===== config.mk =====
export PLATFORM = sky130hd
export DESIGN_NAME = spi_reg_sequencer
export DESIGN_NICKNAME = d
export VERILOG_FILES = /design/src/rtl/spi_reg_sequencer.sv
export SDC_FILE = /design/constraint.sdc
export NUM_CORES = 1
export LEC_CHECK = 0
export CAP_MARGIN = 15
export CORE_AREA = 2 2 58 54
export DETAILED_ROUTE_END_ITERATION = 7
export DIE_AREA = 0 0 60 56
export DONT_BUFFER_PORTS = 1
export PLACE_DENSITY_LB_ADDON = 0.05
export SLEW_MARGIN = 20
export SYNTH_ARGS = -nofsm -noshare
export SYNTH_HDL_FRONTEND = slang
export SYNTH_SLANG_ARGS = --single-unit

===== constraint.sdc =====
create_clock -name i_clk -period 1.57 [get_ports i_clk]
set_input_delay 0.157 -clock i_clk [delete_from_list [all_inputs] [get_ports i_clk]]
set_output_delay 0.157 -clock i_clk [all_outputs]
set_load 0.01 [all_outputs]

===== src/rtl/spi_reg_sequencer.sv =====
// Register-access sequencer behind the SPI slave: decodes address/data byte pairs into
// handshaked register-bus cycles. Optional ack timeout is enabled by SPI_SEQ_TIMEOUT_EN.
module spi_reg_sequencer #(
  parameter int unsigned NUM_REGS    = 64,
  parameter int unsigned ACK_TIMEOUT = 255
) (
  input  logic       i_clk,
  input  logic       i_rst,
  input  logic       i_rx_valid,
  input  logic [7:0] i_rx_byte,
  input  logic       i_rx_is_data,
  input  logic       i_fmt_irq,
  input  logic       i_csb_idle,
  output logic [3:0] o_xfer_len,
  output logic [7:0] o_tx_byte,
  output logic       o_enc_irq,
  output logic       o_clr_err,
  output logic [6:0] o_reg_addr,
  output logic [7:0] o_reg_wdata,
  output logic       o_reg_wr,
  output logic       o_reg_rd,
  input  logic [7:0] i_reg_rdata,
  input  logic       i_reg_ack,
  output logic [7:0] o_status
);

  localparam logic [6:0] StatAddr = 7'h7E;
  localparam logic [6:0] CmdAddr  = 7'h7F;

  if (NUM_REGS > 126) begin : g_bad_num_regs
    $error("NUM_REGS must not exceed 126");
  end
  if (ACK_TIMEOUT < 1 || ACK_TIMEOUT > 255) begin : g_bad_ack_timeout
    $error("ACK_TIMEOUT must be in 1..255");
  end

  typedef enum logic [1:0] {StIdle, StGotAddr, StWrReq, StRdReq} state_e;

  state_e     r_state, w_state_nxt;
  logic [6:0] r_addr, w_addr_nxt;
  logic [7:0] r_wdata, w_wdata_nxt;
  logic [7:0] r_tx_byte, w_tx_nxt;
  logic [3:0] r_status, w_status_nxt, w_set;
  logic       r_enc_irq, w_enc_nxt;
  logic       r_clr_err, w_clr_nxt;
  logic       w_clr_status, w_clr_trig, w_dec_err, w_take_addr;

  logic [6:0] w_rx_addr;
  logic       w_rx_rd, w_addr_byte, w_data_byte;
  logic       w_is_ext, w_is_stat, w_is_cmd;
  logic       w_busy, w_req, w_timeout;
  logic [7:0] w_status;

  assign w_rx_addr   = i_rx_byte[6:0];
  assign w_rx_rd     = i_rx_byte[7];
  assign w_addr_byte = i_rx_valid && !i_rx_is_data;
  assign w_data_byte = i_rx_valid && i_rx_is_data;
  assign w_is_ext    = ({25'd0, w_rx_addr} < NUM_REGS);
  assign w_is_stat   = (w_rx_addr == StatAddr);
  assign w_is_cmd    = (w_rx_addr == CmdAddr);
  assign w_busy      = (r_state != StIdle);
  assign w_req       = (r_state == StWrReq) || (r_state == StRdReq);
  assign w_status    = {3'b000, w_busy, r_status};

`ifdef SPI_SEQ_TIMEOUT_EN
  logic [7:0] r_timer;

  assign w_timeout = w_req && !i_reg_ack && (r_timer == 8'(ACK_TIMEOUT - 1));

  always_ff @(posedge i_clk) begin
    if (i_rst) begin
      r_timer <= 8'd0;
    end else if (w_req && !i_reg_ack && !w_timeout) begin
      r_timer <= r_timer + 8'd1;
    end else begin
      r_timer <= 8'd0;
    end
  end
`else
  assign w_timeout = 1'b0;
`endif

  always_comb begin
    w_state_nxt  = r_state;
    w_addr_nxt   = r_addr;
    w_wdata_nxt  = r_wdata;
    w_tx_nxt     = r_tx_byte;
    w_set        = 4'b0000;
    w_clr_status = 1'b0;
    w_clr_trig   = 1'b0;
    w_dec_err    = 1'b0;
    w_take_addr  = 1'b0;

    unique case (r_state)
      StIdle: begin
        w_take_addr = w_addr_byte;
      end
      StGotAddr: begin
        if (i_fmt_irq) begin
          w_state_nxt = StIdle;
        end else if (w_data_byte) begin
          if (r_addr == CmdAddr) begin
            // Command register is handled internally; bit0 clears sticky status.
            if (i_rx_byte[0]) begin
              w_clr_status = 1'b1;
              w_clr_trig   = 1'b1;
            end
            w_state_nxt = StIdle;
          end else begin
            w_wdata_nxt = i_rx_byte;
            w_state_nxt = StWrReq;
          end
        end else begin
          w_take_addr = w_addr_byte;
        end
      end
      StWrReq: begin
        if (i_reg_ack || w_timeout) begin
          w_state_nxt = StIdle;
        end
      end
      StRdReq: begin
        if (i_reg_ack) begin
          w_tx_nxt    = i_reg_rdata;
          w_state_nxt = StIdle;
        end else if (w_timeout) begin
          w_tx_nxt    = 8'hEE;
          w_state_nxt = StIdle;
        end
      end
      default: w_state_nxt = StIdle;
    endcase

    if (w_take_addr) begin
      if (w_rx_rd && w_is_ext) begin
        w_addr_nxt  = w_rx_addr;
        w_state_nxt = StRdReq;
      end else if (w_rx_rd && w_is_stat) begin
        w_tx_nxt    = w_status;
        w_state_nxt = StIdle;
      end else if (!w_rx_rd && (w_is_ext || w_is_cmd)) begin
        w_addr_nxt  = w_rx_addr;
        w_state_nxt = StGotAddr;
      end else begin
        w_dec_err   = 1'b1;
        w_state_nxt = StIdle;
      end
    end

    w_set[0] = i_fmt_irq;
    w_set[1] = w_dec_err;
    w_set[2] = w_req && i_rx_valid;
    w_set[3] = w_timeout;

    // Set conditions win over a simultaneous clear.
    w_status_nxt = (w_clr_status ? 4'b0000 : r_status) | w_set;

    w_enc_nxt = r_enc_irq;
    if (w_dec_err) begin
      w_enc_nxt = 1'b1;
    end else if (r_enc_irq && i_csb_idle) begin
      w_enc_nxt = 1'b0;
    end

    w_clr_nxt = r_clr_err;
    if (w_clr_trig) begin
      w_clr_nxt = 1'b1;
    end else if (r_clr_err && i_csb_idle) begin
      w_clr_nxt = 1'b0;
    end
  end

  always_ff @(posedge i_clk) begin
    if (i_rst) begin
      r_state   <= StIdle;
      r_addr    <= 7'd0;
      r_wdata   <= 8'd0;
      r_tx_byte <= 8'd0;
      r_status  <= 4'd0;
      r_enc_irq <= 1'b0;
      r_clr_err <= 1'b0;
    end else begin
      r_state   <= w_state_nxt;
      r_addr    <= w_addr_nxt;
      r_wdata   <= w_wdata_nxt;
      r_tx_byte <= w_tx_nxt;
      r_status  <= w_status_nxt;
      r_enc_irq <= w_enc_nxt;
      r_clr_err <= w_clr_nxt;
    end
  end

  assign o_xfer_len  = 4'd8;
  assign o_tx_byte   = r_tx_byte;
  assign o_enc_irq   = r_enc_irq;
  assign o_clr_err   = r_clr_err;
  assign o_reg_addr  = r_addr;
  assign o_reg_wdata = r_wdata;
  assign o_reg_wr    = (r_state == StWrReq);
  assign o_reg_rd    = (r_state == StRdReq);
  assign o_status    = w_status;

endmodule


After elaboration in Yosys (flattened, before gate mapping)
Cells that the tools add are included.

Magnitude comparators: 1. Eq/ne operators: 9. Multiplexer cells: 34. Bitwise gates (word level): 3. Reductions and logical operators: 22.

Operators by type and width (count): two-way mux 8 bit (5); == test 7 bit, second input constant (3); two-way mux 7 bit (3); two-way mux 1 bit (17); two-way mux 2 bit (6); logical AND 1 bit (8); nonzero test 2 bit (4); < comparator 7 bit, second input constant (1); AND reduction 3 bit (2); == test 2 bit, second input constant (2); two-way mux 4 bit (1); != test 4 bit, second input constant (1); OR 4 x 3 -> 4 bit (1); one-hot mux 2 bit (2 select lines) (1); AND reduction 4 bit (1); != test 3 x 1 -> 1 bit, second input constant (1); nonzero test 3 bit (1); == test 2 x 1 -> 1 bit, second input constant (1); zero test 1 bit (2); zero test 2 bit (1); logical OR 1 bit (2); != test 2 bit, second input constant (1); inverter 1 bit (2); one-hot mux 1 bit (2 select lines) (1); OR reduction 2 bit (1).

Bits in registers: 31. Bits of input ports: 23.

Logic depth before layout (Yosys ltp)
Gate-level depths: netlist of the first run.

Depth in word-level cells: 8. Gate-level depth with buffers: 5. Depth with buffers taken out: 4.

Least setup slack after synthesis of the first run
Ideal clock, no wire load.

Kind: register to register. Start: register r_state[1]. End: register r_addr[6], in the netlist o_reg_addr[6]. Setup time: 0.060 ns. Data arrival time: 1.256 ns. Data required time: 1.510 ns. Slack: 0.253 ns. Cell stages (with the launch flop): 6. Buffers on the path: 1. Path through: dfxtp_1 > buf_6 > nor3b_4 > nand4b_2 > o22ai_4 > o221a_1.

Cells in the longest elaborated chain, start to end: 3. Elaborated cells on any way between the ends: 4. Classes of those cells: eq/ne: 1; mux: 1; reduce/logical: 2.

RTL lines: start, declared (RTL line 39) `state_e r_state, w_state_nxt;`; start signal, assigned (RTL line 175) `r_state <= StIdle;`; start signal, assigned (RTL line 183) `r_state <= w_state_nxt;`; == test 2 x 1 -> 1 bit or zero test 2 bit (tied branches) (RTL line 94) `unique case (r_state)`; one-hot mux 1 bit (2 select lines) * (RTL line 94); AND reduction 3 bit (no source line) *; end signal, assigned (RTL line 184) `r_addr <= w_addr_nxt;`; end, declared (RTL line 40) `logic [6:0] r_addr, w_addr_nxt;`.

Mark *: on every way between the ends. The rest lies on a longest branch, timed or not. A chain may end at the register's enable or synchronous reset.

Worst setup path after layout of the first run
Start: register r_addr[6], in the netlist o_reg_addr[6]. End: register r_wdata[6], in the netlist o_reg_wdata[6].

Cells in the longest elaborated chain, start to end: 3.

RTL lines: == test 7 bit (RTL line 102) `if (r_addr == CmdAddr) begin`; inverter 1 bit (no source line); AND reduction 4 bit (no source line); end signal, assigned (RTL line 185) `r_wdata <= w_wdata_nxt;`; end, declared (RTL line 41) `logic [7:0] r_wdata, w_wdata_nxt;`.

Every way passes these cells.

==> out/metrics.cfg, run 1 <==
[sta]
setup_ws_ns=0.127
fin_setup_tns_ns=0
drv_slew=0
fin_crit_ns=1.44
post-route-period-util=0.919
max_freq_mhz=693
finalHoldViolCount=0
finClkSkew_ns=0.00772
worst_pin_slew_ns=0.690
finalSetupViolCount=0
rsz0062_at_grt=no
relSlewSlack=0.538

[floorplanning]
die_x_um=60
row_count=18
die_h_um=56
pin_count=62
core_um2=2730
die_area_um2=3360
initial_core_util=0.530

[global_routing]
grt_start_max_net_pins=18
grt_pass1_vias=1097
grtUsageMet1=0.234
antenna_found_initial=0
grt_pass1_wl_um=5150
overflow=0
gr-usage-met3=0.100
use_met2=0.329
track_usage=0.205
gr-max-usage-layer=met2

[clocking]
clk_pin_slew_ns=0.10
root_buffer=clkbuf_4
cts_buffer_depth=2
clock_latency_ns=0.33
cts_buffers=5
htree_num_levels=2
cts_tree=built
cts_setup_buffers=0
cts.sinks=30

[placement]
gp_congestion=0.844
dp.cells=193
io_buffer_count=0
post-dp-hpwl_um=2270
pre_cts_ws_ns=0.136
place_area_um2=1460

[worst_setup_path]
critPathKind=flop to flop
cp_data_arrival_time_ns=1.69
startpoint=o_reg_addr[6]
reg2reg_from=o_reg_addr[6]
crit_chain=nand4_1 -> nor2_1 -> buf_4 -> o21ai_0 -> a21oi_1
cpPeakStageDelay_ns=0.41
crit_fanout=8
crit_path_top_delay_cell=dfxtp_1
start_kind=flop
crit_path_end_kind=flop
crit_required_ns=1.82

[synth]
synth_area_per_cell_um2=9.20
syn_inst=157
ys_types=36
synth_xor_area_frac=0.00606
ys_seq_elements=30
synth_warnings=0
synth-seq-area-share=0.416
syn_area_um2=1450
synth_compound_area_frac=0.196
synth_top_family_by_area=simple AND/OR/NAND/NOR gates
synthAdderAreaFrac=0
synthSimpleGateAreaFrac=0.201
synthMuxAreaShare=0.0970

[job]
maxCapViolations=0

[route]
first_pass_iters=4
drcViolationCount=0
viasPerCell=5.40
route.vias.total=1151
drt-total-wl_um=3240
drtIter0Drc=39
antenna_left=0
drt-wirelength-per-cell_um=15.2

[finish]
utilization=0.609
fin_nets=195
fill_cells=250
drive_gt1_frac=0.133
n_antenna_cell=0
final_common_cell=dfxtp_1
instances_no_fill=213
fin_area_um2=1660
layout_common_cells=30 x dfxtp_1, 15 x nand2_1, 14 x mux2i_1
area_delta_synth_final_pct=14.9

[power]
p_clk_frac=0.380
p_sw_uw=356
p_leak_uw=0.000659
p_comb_frac=0.088
p_seq_frac=0.533
ir_drop_uv=601
p_int_uw=1150
switching_share=0.237
cellPowerDensity_nw_per_um2=906

[run_status]
status=completed

[worst_hold_path]
hp-class=input pin to flop
hp-start=i_csb_idle

==> layout make-up <==
cell class | count | area (um2) | share of cell area
Tap cell | 40 | 50.0 | 0.0301
Timing Repair Buffer | 19 | 173 | 0.104
Multi-Input combinational cell | 115 | 754 | 0.454
Clock buffer | 8 | 78.8 | 0.0475
Sequential cell | 30 | 601 | 0.362
Inverter | 1 | 3.75 | 0.00226
==> cell usage after synthesis, drive strengths merged <==
| master | instances | area (um2) |
|---|---|---|
| mux2i | 14 | 140 |
| o311a | 4 | 40.0 |
| nand2 | 15 | 56.3 |
| o22ai | 1 | 20.0 |
| clkbuf | 2 | 7.51 |
| a32o | 1 | 10.0 |
| and3b | 1 | 8.76 |
| nand3 | 14 | 75.1 |
| conb | 2 | 7.51 |
| and2 | 1 | 6.26 |
| o2bb2ai | 1 | 8.76 |
| dfxtp | 30 | 601 |
| nand4 | 1 | 6.26 |
| a31oi | 1 | 21.3 |
| nor3 | 5 | 25.0 |
| clkinv | 1 | 3.75 |
| o221a | 1 | 11.3 |
| nand4b | 1 | 15.0 |
| xnor2 | 1 | 8.76 |
| o21a | 3 | 22.5 |
| nand2b | 2 | 12.5 |
| nor2 | 2 | 7.51 |
| or2 | 2 | 12.5 |
| nor3b | 1 | 18.8 |
| buf | 15 | 104 |
| nor2b | 3 | 18.8 |
| and2b | 2 | 15.0 |
| a21oi | 13 | 65.1 |
| o21ai | 13 | 65.1 |
| o211a | 1 | 10.0 |
| and3 | 2 | 12.5 |
| o2111ai | 1 | 8.76 |
==> critical path, delay by kind of cell (launching register included) <==
family          cells  cell delay (ns)
simple gates        2             0.47
buf+inv             1             0.22
flops               1             0.41
compound gates      2             0.27
==> per-stage QoR <==
stage	power, uW	hold WS, ns
after global placement	913	0.229
final	1500	0.0120
after CTS	1510	0.000375
after floorplan	923	0.281
after global routing	1570	0.00366
after detailed placement	915	0.231
==> final timing paths <==
path	to	slack (ns)	cells after the start
setup / recovery	o_reg_wdata[6]	0.13	5
hold / removal	o_clr_err	0.01	2
setup reg to reg	o_reg_wdata[6]	0.13	5
hold reg to reg	o_enc_irq	0.53	2
==> state kept, by name (all words and copies together) (netlist names) <==
name and cells:
o_clr_err 1, r_state 2, r_status 3, o_tx_byte 8
o_enc_irq 1, o_reg_wdata 8, o_reg_addr 7
==> cells by family (layout without fill, tap and decap cells) <==
logic type / Yosys count / count (layout)
compound gates: 40 / 40
xor+xnor: 1 / 1
buf+inv: 18 / 28
flops: 30 / 30
mux: 14 / 14
other cells: 2 / 8
simple gates: 52 / 52
==> metal layers <==
metal,vias to the layer above,part of all wire
met5,-,0
li1,576,-
met2,37,0.51
met1,532,0.40
met3,6,0.079
met4,0,0.010
==> repair_timing <==
item / 4_1_cts / 5_1_grt
hold buffers: 11 / 1
hold endpoints to repair: 24 / 1
endpoints found under the setup margin: 0 / 3
gates resized for setup: 0 / 1
==> power by group through the flow <==
stage                     Clock, uW  Sequential, uW  Combinational [uW]
after CTS                       580             801                 129
final                           571             801                 132
after detailed placement          0             819                96.3
after floorplan                   0             813                 110
after global placement            0             818                94.6
after global routing            622             804                 147
Note: power is estimated with default switching activity, not from simulation.
==> run 2: changes to the inputs <==
CORE_AREA = 2 2 73 68   (was 2 2 58 54)
DIE_AREA = 0 0 75 70   (was 0 0 60 56)
==> run 2 against run 1 <==
Clock skew decreased by 0.0032 ns. Cell area decreased by 2.2%. Total power increased by 3.1%. Die area increased by 56%. Combinational power decreased by 12%. Non-clock buffer count decreased by 8. Utilization decreased by 26 points. Clock power increased by 11%. Count of clock-buffer cells in the layout decreased by 1. Via count decreased by 0.52%. Worst setup slack improved by 0.036 ns. Register-to-register slack improved by 0.04 ns. Critical path type unchanged. Critical endpoint is now o_tx_byte[4]. Largest cell class unchanged. Largest power group unchanged. Highest routed layer unchanged.
==> out/metrics.cfg, run 2 (synthesis gave the netlist of run 1 again) <==
[global_routing]
track_usage=0.137
grt_pass1_vias=1172
grt_start_max_net_pins=16
antenna_found_initial=0
overflow=0
grt_pass1_wl_um=5460

[finish]
layout_common_cells=30 x dfxtp_1, 15 x nand2_1, 14 x mux2i_1
fin_area_um2=1620
fin_nets=187
drive_gt1_frac=0.152
n_antenna_cell=0
final_common_cell=dfxtp_1
area_delta_synth_final_pct=12.4
fill_cells=511
multiInputGateArea_um2=759
seqCellArea_um2=601

[floorplanning]
row_count=24
core_um2=4590
initial_core_util=0.315
pin_count=62
die_area_um2=5250
die_x_um=75
die_h_um=70

[route]
viasPerCell=4.98
drt-wirelength-per-cell_um=14.7
first_pass_iters=4
drt-total-wl_um=3370
route.vias.total=1145
drtIter0Drc=24
antenna_left=0
drcViolationCount=0

[sta]
finalSetupViolCount=0
max_freq_mhz=711
fin_crit_ns=1.41
relSlewSlack=0.645
finalHoldViolCount=0
rsz0062_at_grt=no
drv_slew=0
fin_setup_tns_ns=0
post-route-period-util=0.896
finClkSkew_ns=0.00452
worst_pin_slew_ns=0.531

[worst_setup_path]
crit_path_top_delay_cell=dfxtp_1
start_kind=flop
crit_path_end_kind=flop
reg2reg_from=r_state[1]
crit_chain=buf_4 -> nand3_2 -> mux2i_1 -> o21ai_0 -> o311a_1
rrSetupSlack_ns=0.16
critPathKind=flop to flop
cpPeakStageDelay_ns=0.43
cp_data_arrival_time_ns=1.58
crit_fanout=8
rr_worst_depth=5
reg2reg_to=o_tx_byte[4]
crit_required_ns=1.74

[worst_hold_path]
holdPathEnd=o_reg_addr[4]
hp-start=i_rx_byte[4]
hp-class=input pin to flop
whs_path_depth=2

[job]
maxCapViolations=0

[power]
cellPowerDensity_nw_per_um2=954
p_leak_uw=0.000633
ir_drop_uv=406
power_uw=1550

[clocking]
cts.sinks=30
cts_buffer_depth=2
clock_latency_ns=0.28
cts_buffers=5
root_buffer=clkbuf_8
clk_pin_slew_ns=0.06
cts_tree=built
htree_num_levels=2

[placement]
gp_congestion=0.687
place_area_um2=1510
post-dp-hpwl_um=2610
io_buffer_count=0

[run_status]
status=completed

run 2: layout make-up:
| class | count | area share |
|---|---|---|
| Timing Repair Buffer | 11 | 0.0539 |
| Multi-Input combinational cell | 115 | 0.468 |
| Inverter | 1 | 0.00231 |
| Sequential cell | 30 | 0.370 |
| Clock inverter | 1 | 0.00308 |
| Clock buffer | 7 | 0.0532 |
| Tap cell | 65 | 0.0501 |
run 2: layer usage:
metal,share of wire,track usage,up-vias
li1,-,-,562
met1,0.39,0.151,533
met2,0.49,0.229,45
met3,0.10,0.0606,5
met4,0.014,0.0496,0
met5,0,0,-
run 2: how the worst max path moves through the flow:
stage	end	cells past startpoint	slack [ns]	start
floorplan	o_reg_addr[6]	5	0.25	r_state[1]
global placement	o_reg_addr[6]	4	0.20	r_state[1]
detailed placement	o_tx_byte[4]	5	0.15	r_state[1]
CTS	o_tx_byte[4]	5	0.14	r_state[1]
global route	o_reg_wdata[4]	5	0.01	o_reg_addr[4]
finish	o_tx_byte[4]	5	0.16	r_state[1]
run 2: per-stage QoR:
stage / utilization / setup slack [ns] / hold slack [ns] / cells
floorplan: - / 0.253 / 0.281 / 163
global placement: 0.328 / 0.195 / 0.229 / 220
detailed placement: 0.328 / 0.155 / 0.230 / 220
CTS: 0.352 / 0.143 / 0.00460 / 230
global route: 0.353 / 0.0117 / 0.00888 / 230
finish: 0.353 / 0.163 / 0.00827 / 230
run 2: where the power goes:
| group | switching [uW] | total [uW] | internal [uW] |
|---|---|---|---|
| Combinational | 64.2 | 116 | 51.5 |
| Clock | 282 | 634 | 353 |
| Sequential | 21.1 | 800 | 779 |
| Total | 367 | 1550 | 1180 |
run 2: critical path, delay by kind of cell (launching register included):
family | cells | cell delay [ns]
flip-flops | 1 | 0.43
AND/OR/NAND/NOR | 1 | 0.24
multiplexers | 1 | 0.22
AO/OA/AOI/OAI | 2 | 0.22
buffers and inverters | 1 | 0.18
run 2: repair_timing:
action | CTS | global route
hold buffers | 2 | 0
endpoints found under the hold margin | 16 | 0
buffers inserted | 0 | 0
gates resized for setup | 0 | 2
setup endpoints to repair | 0 | 3
